**config.mk**
```make
export PLATFORM = sky130hd
export DESIGN_NAME = ysyx_22051468_issue_ctrl
export DESIGN_NICKNAME = d
export VERILOG_FILES = /design/src/rtl/ysyx_22051468_issue_ctrl.sv
export SDC_FILE = /design/constraint.sdc
export NUM_CORES = 1
export LEC_CHECK = 0
export CORE_UTILIZATION = 50
export CTS_CLUSTER_DIAMETER = 40
export DETAILED_ROUTE_END_ITERATION = 12
export PLACE_DENSITY = 0.75
export RECOVER_POWER = 50
export SLEW_MARGIN = 20
export SYNTH_ARGS = -nofsm -noshare
export SYNTH_HDL_FRONTEND = slang
export SYNTH_SLANG_ARGS = --single-unit
export TNS_END_PERCENT = 1
```
**constraint.sdc**
```tcl
create_clock -name clk -period 6.5 [get_ports clk]
set_clock_uncertainty 0.05 [all_clocks]
set_input_delay 0.65 -clock clk [delete_from_list [all_inputs] [get_ports clk]]
set_output_delay 0.65 -clock clk [all_outputs]
set_load 0.01 [all_outputs]
```
**src/rtl/ysyx_22051468_issue_ctrl.sv**
```systemverilog
// ID/EX issue controller: one-entry issue slot, long-latency register scoreboard,
// mul/div occupancy, outstanding-op limit, flush rollback and stall accounting.
module ysyx_22051468_issue_ctrl #(
  parameter int MAX_OUTST = 4
) (
  input  logic        clk,
  input  logic        rst,
  input  logic        id_valid_i,
  output logic        id_ready_o,
  input  logic [4:0]  rs1_addr_i,
  input  logic [4:0]  rs2_addr_i,
  input  logic [4:0]  rd_addr_i,
  input  logic        rs1_need_i,
  input  logic        rs2_need_i,
  input  logic        rd_need_i,
  input  logic        is_load_i,
  input  logic        is_mul_i,
  input  logic        is_div_i,
  input  logic        is_rem_i,
  output logic        issue_valid_o,
  input  logic        issue_ready_i,
  output logic [4:0]  issue_rd_o,
  output logic        issue_long_o,
  output logic        issue_md_o,
  input  logic        wb_valid_i,
  input  logic [4:0]  wb_rd_i,
  input  logic        md_done_i,
  input  logic        flush_i,
  output logic [1:0]  stall_cause_o,
  output logic [31:0] stall_cnt_o,
  output logic        err_o
);

  // Handshakes: a transfer happens on the rising edge where valid and ready are
  // both high. id_ready_o never looks at id_valid_i; issue_valid_o never looks
  // at issue_ready_i. flush_i overrides both: nothing is captured and the slot
  // is dropped even if EX shows ready.

  typedef enum logic [1:0] {
    CAUSE_NONE = 2'd0,
    CAUSE_DATA = 2'd1,
    CAUSE_MD   = 2'd2,
    CAUSE_FULL = 2'd3
  } cause_e;

  localparam logic [3:0] LP_MAX = 4'(MAX_OUTST);

  logic [31:0] r_busy;
  logic [3:0]  r_outst;
  logic        r_md_busy;
  logic        r_slot_valid;
  logic [4:0]  r_slot_rd;
  logic        r_slot_long;
  logic        r_slot_md;
  logic [31:0] r_stall_cnt;
  logic        r_err;

  logic        w_long_i;
  logic        w_md_i;
  logic        w_hazard;
  logic        w_md_stall;
  logic        w_full_stall;
  logic        w_slot_free;
  logic        w_capture;
  logic        w_cap_long;
  logic        w_cap_md;
  logic        w_rb_long;
  logic        w_rb_md;
  logic        w_wb_ok;
  logic        w_wb_err;
  logic        w_md_done_ok;
  logic        w_md_done_err;
  logic        w_stall_cycle;
  logic [31:0] w_busy_nxt;
  logic [3:0]  w_outst_nxt;
  logic        w_md_busy_nxt;
  cause_e      w_cause;

  assign w_long_i = (is_load_i | is_mul_i | is_div_i | is_rem_i) & rd_need_i & (rd_addr_i != 5'd0);
  assign w_md_i   = is_mul_i | is_div_i | is_rem_i;

  // Hazards look at registered busy only; a writeback releases dependents next cycle.
  assign w_hazard = (rs1_need_i & (rs1_addr_i != 5'd0) & r_busy[rs1_addr_i])
                  | (rs2_need_i & (rs2_addr_i != 5'd0) & r_busy[rs2_addr_i])
                  | (rd_need_i  & (rd_addr_i  != 5'd0) & r_busy[rd_addr_i]);

  assign w_md_stall   = w_md_i & r_md_busy;
  assign w_full_stall = w_long_i & (r_outst == LP_MAX);
  assign w_slot_free  = ~r_slot_valid | issue_ready_i;

  assign id_ready_o = ~flush_i & ~w_hazard & ~w_md_stall & ~w_full_stall & w_slot_free;
  assign w_capture  = id_valid_i & id_ready_o;
  assign w_cap_long = w_capture & w_long_i;
  assign w_cap_md   = w_capture & w_md_i;

  assign w_rb_long = flush_i & r_slot_valid & r_slot_long;
  assign w_rb_md   = flush_i & r_slot_valid & r_slot_md;

  // A writeback that matches no tracked op is flagged and otherwise ignored.
  assign w_wb_ok       = wb_valid_i & (r_outst != 4'd0) & r_busy[wb_rd_i];
  assign w_wb_err      = wb_valid_i & ~w_wb_ok;
  assign w_md_done_ok  = md_done_i & r_md_busy;
  assign w_md_done_err = md_done_i & ~r_md_busy;

  assign w_stall_cycle = id_valid_i & ~id_ready_o & ~flush_i;

  always_comb begin
    w_busy_nxt = r_busy;
    if (w_wb_ok) begin
      w_busy_nxt[wb_rd_i] = 1'b0;
    end
    if (w_rb_long) begin
      w_busy_nxt[r_slot_rd] = 1'b0;
    end
    if (w_cap_long) begin
      w_busy_nxt[rd_addr_i] = 1'b1;
    end
    w_busy_nxt[0] = 1'b0;
  end

  assign w_outst_nxt = r_outst + {3'd0, w_cap_long} - {3'd0, w_rb_long} - {3'd0, w_wb_ok};
  assign w_md_busy_nxt = w_cap_md | (r_md_busy & ~w_md_done_ok & ~w_rb_md);

  always_comb begin
    w_cause = CAUSE_NONE;
    if (id_valid_i) begin
      if (w_hazard) begin
        w_cause = CAUSE_DATA;
      end else if (w_md_stall) begin
        w_cause = CAUSE_MD;
      end else if (w_full_stall) begin
        w_cause = CAUSE_FULL;
      end
    end
  end

  assign stall_cause_o = w_cause;

  always_ff @(posedge clk or posedge rst) begin
    if (rst) begin
      r_busy    <= '0;
      r_outst   <= '0;
      r_md_busy <= 1'b0;
    end else begin
      r_busy    <= w_busy_nxt;
      r_outst   <= w_outst_nxt;
      r_md_busy <= w_md_busy_nxt;
    end
  end

  always_ff @(posedge clk or posedge rst) begin
    if (rst) begin
      r_slot_valid <= 1'b0;
      r_slot_rd    <= '0;
      r_slot_long  <= 1'b0;
      r_slot_md    <= 1'b0;
    end else if (w_capture) begin
      r_slot_valid <= 1'b1;
      r_slot_rd    <= rd_addr_i;
      r_slot_long  <= w_long_i;
      r_slot_md    <= w_md_i;
    end else if (flush_i | (r_slot_valid & issue_ready_i)) begin
      r_slot_valid <= 1'b0;
    end
  end

  always_ff @(posedge clk or posedge rst) begin
    if (rst) begin
      r_stall_cnt <= '0;
      r_err       <= 1'b0;
    end else begin
      if (w_stall_cycle && (r_stall_cnt != 32'hFFFF_FFFF)) begin
        r_stall_cnt <= r_stall_cnt + 32'd1;
      end
      if (w_wb_err | w_md_done_err) begin
        r_err <= 1'b1;
      end
    end
  end

  assign issue_valid_o = r_slot_valid;
  assign issue_rd_o    = r_slot_rd;
  assign issue_long_o  = r_slot_long;
  assign issue_md_o    = r_slot_md;
  assign stall_cnt_o   = r_stall_cnt;
  assign err_o         = r_err;

endmodule

```
==> Word level (Yosys, flattened, before mapping) <==
Cells that the tools add are included.
{ "word_totals": {"register_bits": 77, "latchBits": 0, "ramBits": 0, "romBits": 0, "input_bits": 34, "out_inout_bits": 44, "wordCells": 111, "n_memories": 0} }
{ "classes": {"add_sub_neg": 4, "n_mul": 0, "div": 0, "order_cmp": 8, "n_eq_ne": 2, "shifts": 0, "n_mux": 23, "n_bitwise": 56, "reduce_logical": 9} }
{ "ops": {"columns": ["cell", "n"], "rows": [
  ["two-way mux 32 bit", 3],
  ["AND 32 bit", 2],
  ["NOT 32 bit", 2],
  ["adder 32 x 1 -> 32 bit, second input constant", 1],
  ["inequality test 32 bit, second input constant", 1],
  ["bitwise OR 32 bit", 1],
  ["AND 1 bit", 30],
  ["< comparator 5 x 6 -> 1 bit, second input constant", 5],
  ["binary-select mux 1 bit (select 5 bit)", 4],
  ["demux 1 bit (select 5 bit)", 3],
  [">= comparator 5 x 1 -> 1 bit, second input constant", 3],
  ["nonzero test 5 bit", 3],
  ["bitwise OR 1 bit", 11],
  ["NOT 1 bit", 10],
  ["two-way mux 1 bit", 9],
  ["two-way mux 2 bit", 4],
  ["subtractor 4 x 1 -> 4 bit", 2],
  ["adder 4 x 1 -> 4 bit", 1],
  ["== test 4 x 3 -> 1 bit, second input constant", 1],
  ["logical AND 1 bit", 4],
  ["nonzero test 4 bit", 1],
  ["nonzero test 2 bit", 1]
]} }

==> Logic depth before layout (Yosys ltp) <==
Gate-level depths: netlist of run 1.
{ "logic_depth": {"word_depth": 15, "ltp_mapped": 16, "ltp_nobuf": 13} }

==> Least setup slack after synthesis of run 1 <==
Ideal clock, no wire load.
{ "synth_timing": {"kind": "input -> register", "start": "input rd_addr_i[1]", "end": "register r_outst[3]", "setup_ns": 0.122, "arrival_ns": 3.746, "path_slack_ns": 2.583, "cell_stages": 15, "n_path_buf": 3, "cell_sequence": "buf_2 -> buf_2 -> mux2_1 -> a222oi_1 -> nand3_1 -> a221o_1 -> a221oi_4 -> nand4_1 -> clkbuf_1 -> inv_1 -> ha_1 -> ha_1 -> inv_1 -> fa_1 -> xor2_1"} }
{ "synth_via": {"elab_chain_cells": 14, "elab_cells_between_ends": 19, "cone_classes": "add/sub (3); mux (2); bitwise (13); reduce/logical (1)"} }
{ "synth_lines": {"columns": ["element", "line_no", "text"], "rows": [
  ["from (decl)", "12", "input logic [4:0] rd_addr_i,"],
  ["binary-select mux 1 bit (select 5 bit) / nonzero test 5 bit (equally long branches)", "85, 79", null],
  ["two-way mux 1 bit (implied by the code) / AND 1 bit (equally long branches)", "85", "| (rd_need_i & (rd_addr_i != 5'd0) & r_busy[rd_addr_i]);"],
  ["AND 1 bit", "85", null],
  ["bitwise OR 1 bit", "85", null],
  ["NOT 1 bit", "91", "assign id_ready_o = ~flush_i & ~w_hazard & ~w_md_stall & ~w_full_stall & w_slot_free;"],
  ["AND 1 bit (4 in series)", "91", null],
  ["AND 1 bit", "92", "assign w_capture = id_valid_i & id_ready_o;"],
  ["AND 1 bit (*)", "93", "assign w_cap_long = w_capture & w_long_i;"],
  ["adder 4 x 1 -> 4 bit (*)", "121", "assign w_outst_nxt = r_outst + {3'd0, w_cap_long} - {3'd0, w_rb_long} - {3'd0, w_wb_ok};"],
  ["subtractor 4 x 1 -> 4 bit (*) (2 in series)", "121", null],
  ["via w_outst_nxt[3]", "75", "logic [3:0] w_outst_nxt;"],
  ["to (signal assigned)", "146", "r_outst <= w_outst_nxt;"],
  ["to (decl)", "49", "logic [3:0] r_outst;"]
]} }
The timed path passes the listed nets; every way through them passes the cells marked *. The select of a mux whose other input is x is not followed.
A chain may end at the register's enable or synchronous reset.

==> Final worst setup path of run 1 <==
{ "layout_timing": {"start": "input rd_addr_i[1]", "end": "output stall_cause_o[1]"} }
{ "layout_via": {"elab_chain_cells": 7, "elab_cells_between_ends": 12, "cone_classes": "mux (6); bitwise (5); reduce/logical (1)"} }
{ "layout_lines": {"columns": ["element", "line_no", "text"], "rows": [
  ["branches (longest 5 deep; another with binary-select mux 1 bit (select 5 bit))", null, null],
  ["two-way mux 2 bit (*)", "127", "if (w_hazard) begin"],
  ["two-way mux 2 bit (*)", "126", "if (id_valid_i) begin"],
  ["to (decl)", "29", "output logic [1:0] stall_cause_o,"]
]} }
Every way passes the cells marked *. The select of a mux whose other input is x is not followed.

==> summary.md, run 1 <==
| Metric | Value |
|---|---|
| Post-DP HPWL | `10700 um` |
| Sequential power share | `0.463` |
| Clock sink count | `77` |
| First-pass GRT wire length | `24500 um` |
| Asr flop ratio synth | `1.00` |
| Die width | `104 um` |
| Nets | `613` |
| Crit. End Element | `output pin` |
| Final setup vio count | `0` |
| Net Switching | `0.494 mW` |
| Cell Int Power | `0.921 mW` |
| CTS Buffer Depth | `2` |
| Min-Delay Path Class | `flip-flop to flip-flop` |
| Top-count cell post-synth | `dfrtp_1` |
| Clock power share | `0.256` |
| Total track usage | `0.288` |
| Number of global-route vias before repair | `4623` |
| WL met3 | `1600 um` |
| WL final | `15300 um` |
| Syn avg cell area | `10.1 um^2` |
| Min Clock Period, post-route | `4.76 ns` |
| DR vias | `4706` |
| Antenna fix cells | `0` |
| Synthesis-to-finish area growth | `19.0%` |
| Share of the synthesized area in the top cell type | `0.370` |
| Area leader, netlist | `dfrtp_1` |
| Post-synth EDFFs | `0` |
| Seq/Total Area, Yosys | `0.370` |
| Synth unique cells | `60` |
| Post-CTS Setup Bufs | `0` |
| Max cap viols | `1` |
| Syn nets | `558` |
| Power Density | `228 nW/um^2` |
| XOR/XNOR Fraction of Synth Area | `0.0538` |
| Pwr Total | `1.42 mW` |
| Final period utilization | `0.732` |
| Pre-CTS setup slack | `1.70 ns` |
| RSZ-0062 raised after global routing | `no` |
| Switch share | `0.349` |
| Top cells by count, synth | `dfrtp_1 (77), nand2_1 (60), o221ai_1 (34)` |
| Std cell rows | `36` |
| CP required | `5.80 ns` |
| Core area | `9950 um^2` |
| Clk root buf | `clkbuf_8` |
| Outcome | `finished with violations` |
| Final std cell area, no fill | `6190 um^2` |
| Post-synthesis simple-gate area fraction | `0.166` |
| Element type at the critical path start | `primary input` |
| Cell area after synthesis | `5210 um^2` |
| Largest net degree at the start of global routing | `78` |
| Slew Limit Fails | `78` |
| Maximum vdd ir drop | `0.000183 V` |
| Comb power frac | `0.281` |
| Failing checks | `max-capacitance violations, max-slew violations` |
| Kind of critical path | `primary input to output pin` |
| DRC viols | `0` |
| Top sig layer | `met4` |
| Post-Syn Instances | `516` |
| CTS Hold Bufs | `0` |
| Area of the die | `10800 um^2` |
| Via density | `6.65` |
| Crit path largest cell delay | `0.91 ns` |
| Largest family of logic cells by synthesized area | `compound AO/OA/AOI/OAI gates` |
| Die Y | `104 um` |
| Antenna viol nets, final | `0` |
| Fin. Hold Viols | `0` |
| CP arrival | `4.06 ns` |
| Post-synthesis mux area share | `0.154` |
| CP max-delay cell | `clkdlybuf4s50_1` |
| CTS tree | `built` |
| Metal2 WL | `6930 um` |
| Critical-path cell list | `clkdlybuf4s50_1 -> mux2_2 -> a222oi_1 -> nand3_1 -> a221o_1 -> a221oi_4 -> and3_1 -> clkdlybuf4s50_1` |
| Ys flop type | `dfrtp_1` |
| Port Buf Inserts | `77` |
| GP Congestion | `0.996` |
| Wl on met1 | `6450 um` |
| Fin util | `0.622` |
| LEAKAGE | `2.51 nW` |
| 1st-iter DRT viols | `610` |
| CP most frequent cell | `clkdlybuf4s50_1` |
| TritonCTS Buffers | `9` |
| H-Tree Depth | `3` |
| Adder-cell share of the synthesized area | `0.0221` |
| Initial antenna violation count | `0` |
| Yosys warning total | `0` |
| Number of synthesized register bits | `77` |
| Maximum clock rate | `0.210 GHz` |
| Setup TNS | `0 ns` |
| DRT Pass-1 Iters | `7` |
| Initial Util | `0.523` |
| Global route overflow | `0` |
| Worst Slack Setup Final | `1.74 ns` |
| Compound-Gate Fraction of Synth Area | `0.185` |
| Number of I/O pins | `78` |
| Ratio of cells with drive above 1 in the final layout | `0.110` |
| Clock Pin Slew Worst Setup and Hold Paths | `0.08 ns` |
| Max FO, Critical Path | `18` |
| Worst Tran Pin Value | `4.11 ns` |
| Dpl cell area | `6010 um^2` |
| CTS resizes | `0` |
| Largest cells by area after synthesis | `dfrtp_1 (37%), mux4_2 (9.1%), o221ai_1 (5.7%)` |
| Slew headroom | `-1.74` |
| Drt wl/cell | `21.6 um` |
| Worst skew pair latency | `0.36 ns` |
per-layer routing:
metal / track usage / vias to the layer above
met1: 0.407 / 2294
met3: 0.0708 / 37
met2: 0.429 / 294
met4: 0.102 / 0
li1: - / 2081
met5: 0 / -
worst max-delay path: cells and delay by family:
family	cells	cell delay (ns)
buffers and inverters	2	1.45
multiplexers	1	0.41
AO/OA/AOI/OAI	3	1.20
AND/OR/NAND/NOR	2	0.34
state kept, by name, summed over array words and instances, names as in the netlist:
signal / count
r_outst: 4
r_md_busy: 1
issue_long_o: 1
stall_cnt_o: 32
err_o: 1
r_busy: 31
issue_rd_o: 5
issue_valid_o: 1
issue_md_o: 1
placed cells by master, fill, tap and decap left out, drive strengths merged, types with 3 or more instances in the layout:
cell type	netlist	final
dfrtp	77	77
nand2	60	60
clkdlybuf4s50	0	54
o221ai	34	34
o21ai	33	33
xor2	28	28
inv	24	24
dlygate4sd3	0	23
mux2	23	23
nand3	22	22
mux4	21	21
a2111oi	20	20
nor2	12	12
clkbuf	20	10
nor2b	9	9
nand4	9	9
a211oi	8	8
nand3b	8	8
mux2i	7	7
nor3b	7	7
and3	6	6
and2	6	6
ha	6	6
or3	5	5
a21oi	5	5
clkinv	0	5
xnor2	4	4
or3b	4	4
a221oi	4	4
nor3	3	3
a222oi	3	3
a221o	3	3
and4	3	3
buf	17	3
power groups by stage:
stage / registers, mW / logic [mW] / clock network, mW
floorplan: 0.633 / 0.240 / 0
global placement: 0.653 / 0.385 / 0
detailed placement: 0.658 / 0.398 / 0
CTS: 0.650 / 0.401 / 0.368
global route: 0.664 / 0.435 / 0.386
finish: 0.656 / 0.397 / 0.362
area by class of cell:
| cell class | instances | area (um^2) |
|---|---|---|
| sequential | 77 | 1930 |
| timing repair buffer | 81 | 797 |
| clock inverter | 6 | 62.6 |
| inverter | 24 | 90.1 |
| tap | 133 | 166 |
| multi-input combinational | 378 | 3030 |
| fill | 822 | 3760 |
| clock buffer | 9 | 124 |
cell families (layout without fill, tap and decap cells):
logic type	Yosys count	in the layout
buf+inv	61	120
xor+xnor	32	32
flops	77	77
compound gates	125	125
fa+ha+maj	8	8
mux	51	51
simple gates	162	162
final timing paths:
| path | slack [ns] | endpoint | cells after the start | start |
|---|---|---|---|---|
| max in group asynchronous | 1.81 | r_busy[20]$_DFF_PP0_ | 3 | rst |
| setup / recovery | 1.74 | stall_cause_o[1] | 8 | rd_addr_i[1] |
| setup reg to reg | 2.90 | r_outst[3]$_DFF_PP0_ | 13 | r_busy[7]$_DFF_PP0_ |
| hold / removal | 0.44 | err_o$_DFFE_PP0P_ | 1 | err_o$_DFFE_PP0P_ |
| hold reg to reg | 0.44 | err_o$_DFFE_PP0P_ | 1 | err_o$_DFFE_PP0P_ |
| min in group asynchronous | 2.29 | r_outst[0]$_DFF_PP0_ | 3 | rst |
metrics by stage:
step / hold WS, ns / instances
2_1_floorplan: 0.465 / 516
3_3_place_gp: 0.425 / 693
3_5_place_dp: 0.421 / 693
4_1_cts: 0.449 / 708
5_1_grt: 0.475 / 708
6_report: 0.439 / 708
Note: power is estimated with default switching activity, not from simulation.
==> inputs of run 2 (changes only) <==
PLACE_DENSITY = 0.78   (was 0.75)
clock period = 3.95 ns   (was 6.5 ns; I/O delays follow)
==> run 2 against run 1 <==
Clock power grew 46%. The flow still finishes with violations (max-capacitance violations, max-slew violations). Sequential power grew 63%. Sequential cell count is the same. Die area is the same. Worst setup slack lost 1.6 ns. Critical path type unchanged.
==> summary.md, run 2 (synthesis gave the netlist of run 1 again) <==
| Metric | Value |
|---|---|
| Final setup vio count | `0` |
| Ratio of cells with drive above 1 in the final layout | `0.145` |
| Pre-CTS setup slack | `-0.0483 ns` |
| Nets | `636` |
| Antenna viol nets, final | `0` |
| TritonCTS Buffers | `9` |
| Element type at the critical path start | `primary input` |
| Max reg flops | `32` |
| Initial antenna violation count | `0` |
| RSZ-0062 raised after global routing | `no` |
| Clk root buf | `clkbuf_8` |
| Failing checks | `max-capacitance violations, max-slew violations` |
| Total track usage | `0.297` |
| Clock sink count | `77` |
| CP max-delay cell | `clkdlybuf4s50_1` |
| Max cap viols | `1` |
| 1st-iter DRT viols | `497` |
| Outcome | `finished with violations` |
| Clock power share | `0.232` |
| Worst skew pair latency | `0.35 ns` |
| Synthesis-to-finish area growth | `22.4%` |
| Max FO, Critical Path | `18` |
| GP Congestion | `0.926` |
| Register-to-register setup slack | `0.57 ns` |
| Min Clock Period, post-route | `3.81 ns` |
| DRC viols | `0` |
| Critical-path cell list | `clkdlybuf4s50_1 -> buf_12 -> mux2_2 -> a222oi_1 -> nand3_1 -> a221o_1 -> a221oi_4 -> buf_4 -> a21boi_0 -> clkdlybuf4s50_1` |
| Hold slack final | `0.426 ns` |
| Comb power frac | `0.298` |
| Final period utilization | `0.964` |
| Global route overflow | `0` |
| Die Y | `104 um` |
| LEAKAGE | `2.65 nW` |
| Antenna fix cells | `0` |
| WL final | `15700 um` |
| Crit path largest cell delay | `0.51 ns` |
| Net Switching | `0.812 mW` |
| Core area | `9950 um^2` |
| Area of the die | `10800 um^2` |
| Worst Tran Pin Value | `1.59 ns` |
| Worst Slack Setup Final | `0.143 ns` |
| Initial Util | `0.523` |
| Switch share | `0.356` |
| CP arrival | `3.36 ns` |
| Number of global-route vias before repair | `4791` |
| DR vias | `4767` |
| Maximum vdd ir drop | `0.000248 V` |
| Crit. End Element | `output pin` |
| Final non-filler cell total | `731` |
| Most frequent cells in the layout | `dfrtp_1 (77), nand2_1 (60), clkdlybuf4s50_1 (53)` |
| CTS tree | `built` |
| Slew Limit Fails | `66` |
| Min-Delay Path Class | `primary input to async pin` |
| Fin. Hold Viols | `0` |
| Maximum clock rate | `0.263 GHz` |
| Commonest non-fill, non-tap cell in the layout | `dfrtp_1` |
| DRT Pass-1 Iters | `5` |
| Kind of critical path | `primary input to output pin` |
| Number of I/O pins | `78` |
| Largest net degree at the start of global routing | `66` |
| Drt wl/cell | `21.4 um` |
| Slew headroom | `-0.0630` |
| Power Density | `358 nW/um^2` |
| Clock Pin Slew Worst Setup and Hold Paths | `0.08 ns` |
| Dpl cells | `715` |
| Via density | `6.52` |
| CP most frequent cell | `clkdlybuf4s50_1` |
| H-Tree Depth | `3` |
| Post-DP HPWL | `11100 um` |
| CP required | `3.50 ns` |
| Cell Int Power | `1.47 mW` |
| CTS Hold Bufs | `0` |
| Die width | `104 um` |
| Port Buf Inserts | `77` |
| Std cell rows | `36` |
| Sequential power share | `0.470` |
| First-pass GRT wire length | `25200 um` |
| CTS Buffer Depth | `2` |
==> run 2: path summary, 6_finish.rpt <==
| check | start | end | cells after the start |
|---|---|---|---|
| max | rd_addr_i[1] | stall_cause_o[0] | 10 |
| min | rst | stall_cnt_o[23]$_DFFE_PP0P_ | 2 |
| max reg2reg | r_busy[7]$_DFF_PP0_ | r_outst[3]$_DFF_PP0_ | 13 |
| min reg2reg | err_o$_DFFE_PP0P_ | err_o$_DFFE_PP0P_ | 1 |
| max in group asynchronous | rst | r_busy[12]$_DFF_PP0_ | 3 |
| min in group clk | err_o$_DFFE_PP0P_ | err_o$_DFFE_PP0P_ | 1 |
==> run 2: through the flow <==
| stage | utilization | TNS (ns) | total power [mW] | cell area (um^2) |
|---|---|---|---|---|
| 5_1_grt | 0.640 | 0 | 2.40 | 6370 |
| 4_1_cts | 0.641 | 0 | 2.29 | 6380 |
| 6_report | 0.640 | 0 | 2.28 | 6370 |
| 2_1_floorplan | - | 0 | 1.44 | 5210 |
| 3_3_place_gp | 0.624 | -0.00232 | 1.73 | 6210 |
| 3_5_place_dp | 0.624 | -0.114 | 1.76 | 6210 |
==> run 2: cell type report <==
cell class                 count  area, um^2
fill                         808        3580
tap                          133         166
clock buffer                   9         124
timing repair buffer         104        1000
multi-input combinational    378        3030
inverter                      24        90.1
clock inverter                 6        40.0
sequential                    77        1930
==> run 2: repair_timing <==
action	CTS	global route
gates cloned	0	0
resized for setup	0	2
buffers inserted	1	0
endpoints found under the setup margin	2	2
pin swaps	1	2
==> run 2: worst max-delay path, delay by kind of cell <==
family / cells / cell delay (ns)
simple gates: 1 / 0.12
buf+inv: 4 / 1.35
mux: 1 / 0.34
compound gates: 4 / 1.16
==> run 2: routing by layer <==
metal / share of wire / track usage / vias up
met2: 0.46 / 0.453 / 290
li1: - / - / 2134
met5: 0 / 0 / -
met1: 0.42 / 0.411 / 2307
met4: 0.020 / 0.0959 / 0
met3: 0.11 / 0.0789 / 36
==> run 2: power groups by stage <==
stage	sequential, mW	clock, mW	combinational (mW)
after floorplan	1.04	0	0.395
after global routing	1.09	0.576	0.740
after global placement	1.08	0	0.658
after CTS	1.07	0.535	0.687
after detailed placement	1.08	0	0.682
final	1.07	0.529	0.681
